### config.mk
export PLATFORM = sky130hd
export DESIGN_NAME = fifo_fanout
export DESIGN_NICKNAME = d
export VERILOG_FILES = /design/src/rtl/fifo_fanout.sv
export SDC_FILE = /design/constraint.sdc
export NUM_CORES = 1
export LEC_CHECK = 0
export BUFFER_PORTS_ARGS = -buffer_cell sky130_fd_sc_hd__clkbuf_2
export CAP_MARGIN = 10
export CORE_UTILIZATION = 32
export DETAILED_ROUTE_END_ITERATION = 7
export PLACE_DENSITY_LB_ADDON = 0.3
export SYNTH_ARGS = -nofsm -noshare
export SYNTH_HDL_FRONTEND = slang
export SYNTH_SLANG_ARGS = --single-unit
export TNS_END_PERCENT = 10
### constraint.sdc
create_clock -name clock -period 2.3 [get_ports clock]
set_input_delay 0.46 -clock clock [delete_from_list [all_inputs] [get_ports clock]]
set_output_delay 0.46 -clock clock [all_outputs]
set_load 0.02 [all_outputs]
### src/rtl/fifo_fanout.sv
`default_nettype none
// +----------------------------------------------------------------------------+
// | fifo_fanout: distributes samples from one show-ahead FIFO to NUM_CH FIFOs   |
// | Revision: 1.0                                                               |
// +----------------------------------------------------------------------------+
module fifo_fanout #(
  parameter int DATA_WIDTH = 32,
  parameter int NUM_CH     = 2
) (
  input  logic                         clock,
  input  logic                         reset,
  input  logic                         mode,
  input  logic [DATA_WIDTH-1:0]        in_dout,
  input  logic                         in_empty,
  output logic                         in_rd_en,
  output logic [NUM_CH*DATA_WIDTH-1:0] out_din,
  input  logic [NUM_CH-1:0]            out_full,
  output logic [NUM_CH-1:0]            out_wr_en,
  output logic                         busy
);

  localparam int c_PTR_W = $clog2(NUM_CH);
  localparam logic [c_PTR_W-1:0] c_PTR_MAX = c_PTR_W'(NUM_CH - 1);
  localparam logic [NUM_CH-1:0]  c_ONE     = {{(NUM_CH-1){1'b0}}, 1'b1};

  typedef enum logic [1:0] {
    IDLE = 2'b00,
    DIST = 2'b01
  } state_t;

  state_t                r_state;
  state_t                w_state_nxt;
  logic [DATA_WIDTH-1:0] r_hold;
  logic                  r_mode;
  logic [NUM_CH-1:0]     r_pending;
  logic [NUM_CH-1:0]     w_pending_nxt;
  logic [NUM_CH-1:0]     w_wr;
  logic [c_PTR_W-1:0]    r_rr_ptr;
  logic [c_PTR_W-1:0]    w_rr_ptr_nxt;
  logic [c_PTR_W-1:0]    w_rr_ptr_inc;
  logic                  w_load;

  always_ff @(posedge clock or posedge reset) begin
    if (reset) begin
      r_state <= IDLE;
    end else begin
      r_state <= w_state_nxt;
    end
  end

  always_comb begin
    w_state_nxt   = IDLE;
    w_wr          = '0;
    w_load        = 1'b0;
    w_pending_nxt = r_pending;
    w_rr_ptr_nxt  = r_rr_ptr;
    w_rr_ptr_inc  = (r_rr_ptr == c_PTR_MAX) ? '0 : r_rr_ptr + 1'b1;
    case (r_state)
      IDLE: begin
        w_load      = ~in_empty;
        w_state_nxt = w_load ? DIST : IDLE;
      end
      DIST: begin
        w_wr          = r_pending & ~out_full;
        w_pending_nxt = r_pending & ~w_wr;
        w_state_nxt   = DIST;
        if (w_pending_nxt == '0) begin
          // Completion: advance the pointer first so a back-to-back load uses it
          if (r_mode) w_rr_ptr_nxt = w_rr_ptr_inc;
          w_load      = ~in_empty;
          w_state_nxt = w_load ? DIST : IDLE;
        end
      end
      default: w_state_nxt = IDLE;
    endcase
    if (w_load) begin
      w_pending_nxt = mode ? (c_ONE << w_rr_ptr_nxt) : '1;
    end
  end

  always_ff @(posedge clock or posedge reset) begin
    if (reset) begin
      r_hold    <= '0;
      r_mode    <= 1'b0;
      r_pending <= '0;
      r_rr_ptr  <= '0;
    end else begin
      r_pending <= w_pending_nxt;
      r_rr_ptr  <= w_rr_ptr_nxt;
      if (w_load) begin
        r_hold <= in_dout;
        r_mode <= mode;
      end
    end
  end

  // Reset gates the pop strobe since IDLE would otherwise pop during reset
  assign in_rd_en  = w_load & ~reset;
  assign out_wr_en = w_wr;
  assign busy      = (r_state == DIST);

  generate
    for (genvar k = 0; k < NUM_CH; k++) begin : g_lane
      assign out_din[k*DATA_WIDTH +: DATA_WIDTH] = w_wr[k] ? r_hold : '0;
    end
  endgenerate

endmodule
`default_nettype wire

# Yosys cells after proc, flatten, opt, wreduce, memory -nomap -nowiden
# Index checks and enable logic that the tools add are counted.
[word_totals] regBits=38 output_inout_bits=68 wordCells=33
[classes] add_sub_neg=1 eq_ne=1 shift=1 n_mux=15 n_bitwise=7 reduce_logical=3
[op_table] op="$mux 32" n=2
[op_table] op="$mux 2" n=4
[op_table] op="$mux 1" n=7
[op_table] op="$and 2x2->2" n=2
[op_table] op="$logic_not 2->1" n=2
[op_table] op="$not 2->2" n=2
[op_table] op="$pmux 1 s2" n=2
[op_table] op="$eq 2x1->1 const B" n=1
[op_table] op="$not 1->1" n=2
[op_table] op="$reduce_bool 2->1" n=1
[op_table] op="$shl 1x1->2 const A" n=1
[op_table] op="$add 1x1->1 const B" n=1
[op_table] op="$and 1x1->1" n=1

# Depth between registers and ports, before layout
# Gate-level depths: netlist (run 1).
[depth] word_depth=10 mapped_depth=6 ltp_nobuf=4

# Least setup slack after synthesis (run 1)
# No wires, ideal clock.
[synth_path] path_kind="register to output" startpoint="reg r_state[0]" endpoint="out out_din[22]" arrival_ns=1.507 slack_ns=0.333 stages_incl_launch_ff=6 n_path_buf=2 cell_sequence="dfrtp_1 buf_4 nand2_1 nor2_1 clkbuf_1 and2_1"
[synth_via] elab_chain_cells=3
[synth_rtl] item="start, declared" line_no="31" source="state_t r_state;"
[synth_rtl] item="start signal, assigned" line_no="47" source="r_state <= w_state_nxt;"
[synth_rtl] item="$eq 2x1->1" line_no="58" source="case (r_state)"
[synth_rtl] item="$mux 2" line_no="58"
[synth_rtl] item="net out_wr_en[0]" line_no="18" source="output logic [NUM_CH-1:0] out_wr_en,"
[synth_rtl] item="$mux 32" line_no="104" source="assign out_din[k*DATA_WIDTH +: DATA_WIDTH] = w_wr[k] ? r_hold : '0;"
[synth_rtl] item="end, declared" line_no="16" source="output logic [NUM_CH*DATA_WIDTH-1:0] out_din,"
# The timed path passes the listed nets, and every way through them passes these cells.

# Worst setup path after layout (run 1)
[layout_path] startpoint="reg r_state[0]" endpoint="out out_din[53]"
[layout_via] elab_chain_cells=3
[layout_rtl] item="$eq 2x1->1" line_no="58"
[layout_rtl] item="$mux 2" line_no="58"
[layout_rtl] item="$mux 32" line_no="104"
# No other way between the ends.

==> results of run 1 <==
## cell usage in the layout (no fill, tap or decap), types with 2 or more instances in the layout
master,n
mux2_2,3
o21ai_0,4
mux2_4,29
a31oi_1,3
and2_1,64
dfrtp_1,36
inv_1,2
buf_4,7
clkbuf_8,6
a31o_2,2
clkbuf_2,105
## registers in the layout, summed over array words and instances (netlist names)
signal and count:
r_state 1, r_mode 1, r_rr_ptr 1, r_hold 32
r_pending 2
## cell type report
type / instances / area (sq um)
clock buffers: 6 / 82.6
clock inverters: 2 / 13.8
fillers: 632 / 3550
inverters: 3 / 11.3
multi-input cells: 118 / 1060
flip-flops and latches: 37 / 927
well taps: 77 / 96.3
repair buffers: 112 / 578
## power by group through the flow
stage	clock, mW	sequential (mW)	combinational (mW)
2_1_floorplan	0	1.04	1.12
3_5_place_dp	0	1.11	1.46
4_1_cts	0.496	1.10	1.46
3_3_place_gp	0	1.10	1.44
6_report	0.473	1.10	1.44
5_1_grt	0.527	1.14	1.58
## timing repair
| action | in CTS | in global routing |
|---|---|---|
| endpoints found under the setup margin | 0 | 32 |
| hold buffers | 0 | 0 |
| resized for setup | 0 | 1 |
## critical path, delay by kind of cell (launching register included)
family,cells,cell delay [ns]
buffers and inverters,3,0.54
flip-flops,1,0.44
AND/OR/NAND/NOR,2,0.39
## how the worst max path moves through the flow
stage               start           to  slack (ns)  cells past startpoint
6_report       r_state[0]  out_din[53]        0.20                      5
5_1_grt        r_state[0]  out_din[36]        0.04                      5
4_1_cts        r_state[0]  out_din[53]        0.09                      5
3_5_place_dp   r_state[0]  out_din[53]        0.41                      5
3_3_place_gp   r_state[0]  out_din[53]        0.45                      5
2_1_floorplan  r_state[0]  out_din[22]        0.33                      5
## cell families (layout without fill, tap and decap cells)
kind of cell,count (synthesis),count (layout)
and+or+nand+nor,72,72
DFF,37,37
muxes,32,32
buffers and inverters,14,123
AOI/OAI and AO/OA,13,13
xor gates and xnor gates,1,1
## metal layers
| metal | vias to the layer above | GRT usage, % | routed length [um] |
|---|---|---|---|
| li1 | 776 | - | - |
| met1 | 759 | 18.0 | 2160 |
| met2 | 60 | 21.7 | 2110 |
| met3 | 5 | 3.41 | 301 |
| met4 | 0 | 4.14 | 34 |
| met5 | - | 0 | 0 |
## stage by stage
step                      cells  setup WS, ns  hold slack (ns)  util [%]
after global routing        355        0.0380            0.199      43.8
after detailed placement    347         0.405            0.494      42.3
after floorplan             169         0.333            0.458         -
after global placement      347         0.454            0.486      42.3
final                       355         0.195            0.173      43.8
after CTS                   355        0.0879            0.180      43.8
==> flow_summary.ini, run 1 <==
[outcome]
status = finished clean

[timing]
drv_slew = 0
setup_violations = 0
max-slew-margin-rel_pct = 56.6
fin_crit_ns = 2.10
period_share_pct = 91.5
rsz0062_at_grt = no
skew_ns = 0.00848
tightest_slew_ns = 0.648
setup_tns_ns = 0
fmax_ghz = 0.475
hold_viol = 0

[clock_tree]
h-tree-depth = 2
cts-buffers-inserted = 5
cts.sinks = 37
clk_path_buf_depth = 2
clkTransAtPathRegs_ns = 0.08
cts_setup_buffers = 0
cts_tree = yes
worst_skew_pair.late_latency_ns = 0.28
cts_root_buffer = clkbuf_8

[pwr]
ir_worst_vdd_v = 0.000414
seqPwrFrac_pct = 36.4
switching_share_pct = 38.7
internal_power_mw = 1.85
power_leakage_nw = 1.48
finalPower_mw = 3.02
power_frac_clock_pct = 15.7
power.combinational.fraction_pct = 47.9
p_per_area_nw_per_um2 = 1090
p_switching_mw = 1.17

[placement]
place_area_sq_um = 2670
hpwl_um = 3400
gp_congestion = 0.844
numPortBuffers = 105

[logic_synthesis]
postSynthAreaPerCell_sq_um = 12.3
synth_cells = 169
synth_largest_area_cell = dfrtp_1
yosys_warnings = 0
ys_async_sr_fraction_pct = 100
synthTopCellsByCount = and2_1 (64), dfrtp_1 (37), mux2_4 (29)
synth_cell_types = 26
synthFlopType = dfrtp_1
synth_most_common_cell = and2_1
synth_area_sq_um = 2080
synth-compound-area-share_pct = 4.99
synth_top_family_by_area = multiplexers
synth_nets = 207
yosysTopAreaCellShare_pct = 44.5
synth_edf_count = 0
synth-simple-area-share_pct = 22.5
synth_adder_area_share_pct = 0
ys_ff_latch = 37
synth_area_leaders = dfrtp_1 (44%), mux2_4 (21%), and2_1 (19%), buf_12 (1.9%), mux2_2 (1.6%)
muxShareOfSynthArea_pct = 22.5
yosys.area_share.xor_xnor_pct = 0.421
ys_seq_area_share_pct = 44.5

[worst_setup_path]
cp.required_ns = 1.84
start_kind = flip-flop
critPathMaxFanout = 15
r2r_start = r_pending[0]
cpPeakStageDelay_ns = 0.44
crit_chain = inv_1 -> nor3b_4 -> buf_4 -> and2_1 -> clkbuf_2
regToRegSetupSlack_ns = 0.62
r2r_end = r_hold[22]
cp_data_arrival_time_ns = 1.64
critical_path_class = reg2out
slowest_stage = dfrtp_2
reg2reg_depth = 5
cp-end-kind = primary output

[grt]
antenna_found_initial = 0
overflow = 0
grt_pass1_wl_um = 6850
grt_max_degree = 21
grt_pass1_vias = 1368
track_usage_pct = 13.6

[finish]
area_growth_pct = 33.0
antennaDiodeCount = 0
drive_gt1_share_pct = 57.6
fin_nets = 315
post-route-cell-area_sq_um = 2770

[flow_run]
drv_cap = 0

[detailed_routing]
wire_per_inst_um = 13.0
wl_um = 4600
drtIter0Drc = 60
drc = 0
routed-via-count = 1600
first_pass_iters = 4
drt.antenna.violating_nets = 0
via_per_inst = 4.51

[die]
start_util_pct = 33.0
die_area_sq_um = 6830
ioPinCount = 106
num_rows = 29
die_w_um = 82.6
core_sq_um = 6310
die_h_um = 82.6

[hold_path]
hold_path.class = in2async
Power figures use the tool's default switching activity.
==> run 2, diff against run 1 <==
- ABC_AREA: unset -> 1
- REMOVE_ABC_BUFFERS: unset -> 1
==> run 2 against run 1 <==
Routed wire length decreased by 12%. Count of clock-buffer cells in the layout grew 2. Final area down 5.1%. Non-clock buffer count down 2. Clock power shrank 11%. Sequential power shrank 21%. Hold slack better by 0.10 ns. Register-to-register slack gained 0.17 ns. Area after synthesis down 3.8%. Die area shrank 3.8%.
==> flow_summary.ini, run 2 <==
[outcome]
status = finished clean

[logic_synthesis]
synth_edf_count = 0
synthTopCellsByCount = nor2_1 (64), nand2_1 (46), inv_1 (41)
yosysTopAreaCellShare_pct = 46.3
ys_seq_area_share_pct = 46.3
synthFlopType = dfrtp_1
synth_largest_area_cell = dfrtp_1
synth_cell_types = 16
ys_async_sr_fraction_pct = 100
synth_cells = 248
synth_area_leaders = dfrtp_1 (46%), o21ai_2 (13%), nor2_1 (12%), nand2_1 (8.6%), inv_1 (7.7%)
ys_ff_latch = 37
postSynthAreaPerCell_sq_um = 8.07
synth_area_sq_um = 2000
yosys_warnings = 0
synth_most_common_cell = nor2_1

[detailed_routing]
met1_length_um = 1920
drc = 0
via_per_inst = 4.17
drt.antenna.violating_nets = 0
wl_met2_um = 1800
first_pass_iters = 4
wl_um = 4050
wl_met3_um = 252
wire_per_inst_um = 9.45
routed-via-count = 1790
highest_layer = met4
drtIter0Drc = 59

[timing]
fmax_ghz = 0.475
hold-worst-slack_ns = 0.275
tightest_slew_ns = 0.703
setup_tns_ns = 0
skew_ns = 0.00488
fin_crit_ns = 2.10
period_share_pct = 91.5
setup_violations = 0
hold_viol = 0
rsz0062_at_grt = no
drv_slew = 0
max-slew-margin-rel_pct = 53.1

[hold_path]
hold_path.class = in2async

[die]
num_rows = 28
die_w_um = 81.1
start_util_pct = 33.4
core_sq_um = 5990
die_area_sq_um = 6570
ioPinCount = 106
die_h_um = 81.1

[placement]
gp_congestion = 0.797
hpwl_um = 3100
numPortBuffers = 105

[grt]
grt_pass1_vias = 1500
grt_pass1_wl_um = 6470
grt_max_degree = 33
overflow = 0
antenna_found_initial = 0
track_usage_pct = 12.9

[flow_run]
drv_cap = 0

[finish]
drive_gt1_share_pct = 43.8
top_regs = r_hold: 32 flops, r_pending: 2 flops
largest_reg_flops = 32
final_cell_mix = clkbuf_2 (105), nor2_1 (64), nand2_1 (46)
fin_nets = 391
largest-register = r_hold
n_fill_cell = 619
layout_commonest_cell = clkbuf_2
antennaDiodeCount = 0
area_growth_pct = 31.3

[clock_tree]
cts_root_buffer = clkbuf_8
clk_path_buf_depth = 2
postCtsHoldBufs = 0
cts-buffers-inserted = 5
cts_resized = 0
cts_tree = yes
h-tree-depth = 2
clkTransAtPathRegs_ns = 0.07
cts_setup_buffers = 0
worst_skew_pair.late_latency_ns = 0.28
cts.sinks = 37

[worst_setup_path]
reg2reg_depth = 8
critPathMaxFanout = 32
critical_path_class = reg2out
cp.required_ns = 1.84
r2r_end = r_hold[28]
r2r_start = r_pending[0]
start_kind = flip-flop
cp_data_arrival_time_ns = 1.64
regToRegSetupSlack_ns = 0.79
cp-end-kind = primary output

[pwr]
p_per_area_nw_per_um2 = 822
internal_power_mw = 1.31
power.combinational.fraction_pct = 40.3
power_frac_clock_pct = 19.6
switching_share_pct = 39.3
p_switching_mw = 0.849
ir_worst_vdd_v = 0.000297
seqPwrFrac_pct = 40.2
power_leakage_nw = 1.51
[run 2: changes by cell type after synthesis, sizes merged, moves of 2 or more]
cell	before	now
a31o	2	0
a31oi	3	0
and2	64	0
buf	6	12
clkbuf	5	0
inv	3	43
mux2	32	0
nand2	1	50
nor2	3	67
o21ai	4	35
[run 2: layer usage]
metal	global-route usage, %	vias up
met5	0	-
met4	6.96	0
met3	2.92	7
met2	21.2	73
met1	15.7	761
li1	-	949
[run 2: power groups by stage]
| stage | Sequential [mW] | Combinational [mW] | Clock, mW |
|---|---|---|---|
| after floorplan | 0.869 | 0.625 | 0 |
| after global placement | 0.874 | 0.874 | 0 |
| after detailed placement | 0.878 | 0.888 | 0 |
| after CTS | 0.870 | 0.889 | 0.443 |
| after global routing | 0.887 | 0.982 | 0.474 |
| final | 0.867 | 0.870 | 0.422 |
[run 2: cells by family (layout without fill, tap and decap cells)]
kind of cell,after synthesis,in the layout,synth area share [%]
buffers and inverters,55,161,14.9
AO/OA/AOI/OAI,35,35,14.4
flip-flops,37,37,46.3
AND/OR/NAND/NOR,121,121,24.4
[run 2: area by class of cell]
type,count,area (sq um),share of cell area [%]
repair buffers,110,588,22.4
inverters,43,164,6.24
multi-input cells,156,776,29.5
well taps,75,93.8,3.57
flip-flops and latches,37,926,35.2
clock buffers,8,80.1,3.05
[run 2: how the worst max path moves through the flow]
stage	from	to	slack (ns)
floorplan	r_state[0]	out_din[32]	0.12
global placement	out_full[0]	out_din[8]	0.47
detailed placement	out_full[0]	out_din[20]	0.43
CTS	r_state[0]	out_din[20]	0.17
global route	r_state[0]	out_din[8]	0.04
finish	r_state[0]	out_din[20]	0.20
[run 2: worst max-delay path, cell delays in order, from the launching register on]
cell and delay, ns:
dfrtp_1 0.46, inv_1 0.11, nor3_2 0.16, inv_2 0.26
nor2_1 0.18, clkbuf_2 0.18
[run 2: stage by stage]
step / util (%) / worst slack, ns / instance area [sq um] / power, mW / std cells
global route: 43.9 / 0.0365 / 2630 / 2.34 / 429
global placement: 42.5 / 0.471 / 2550 / 1.75 / 421
CTS: 43.9 / 0.171 / 2630 / 2.20 / 429
detailed placement: 42.5 / 0.425 / 2550 / 1.77 / 421
floorplan: - / 0.125 / 1870 / 1.49 / 236
finish: 43.9 / 0.197 / 2630 / 2.16 / 429
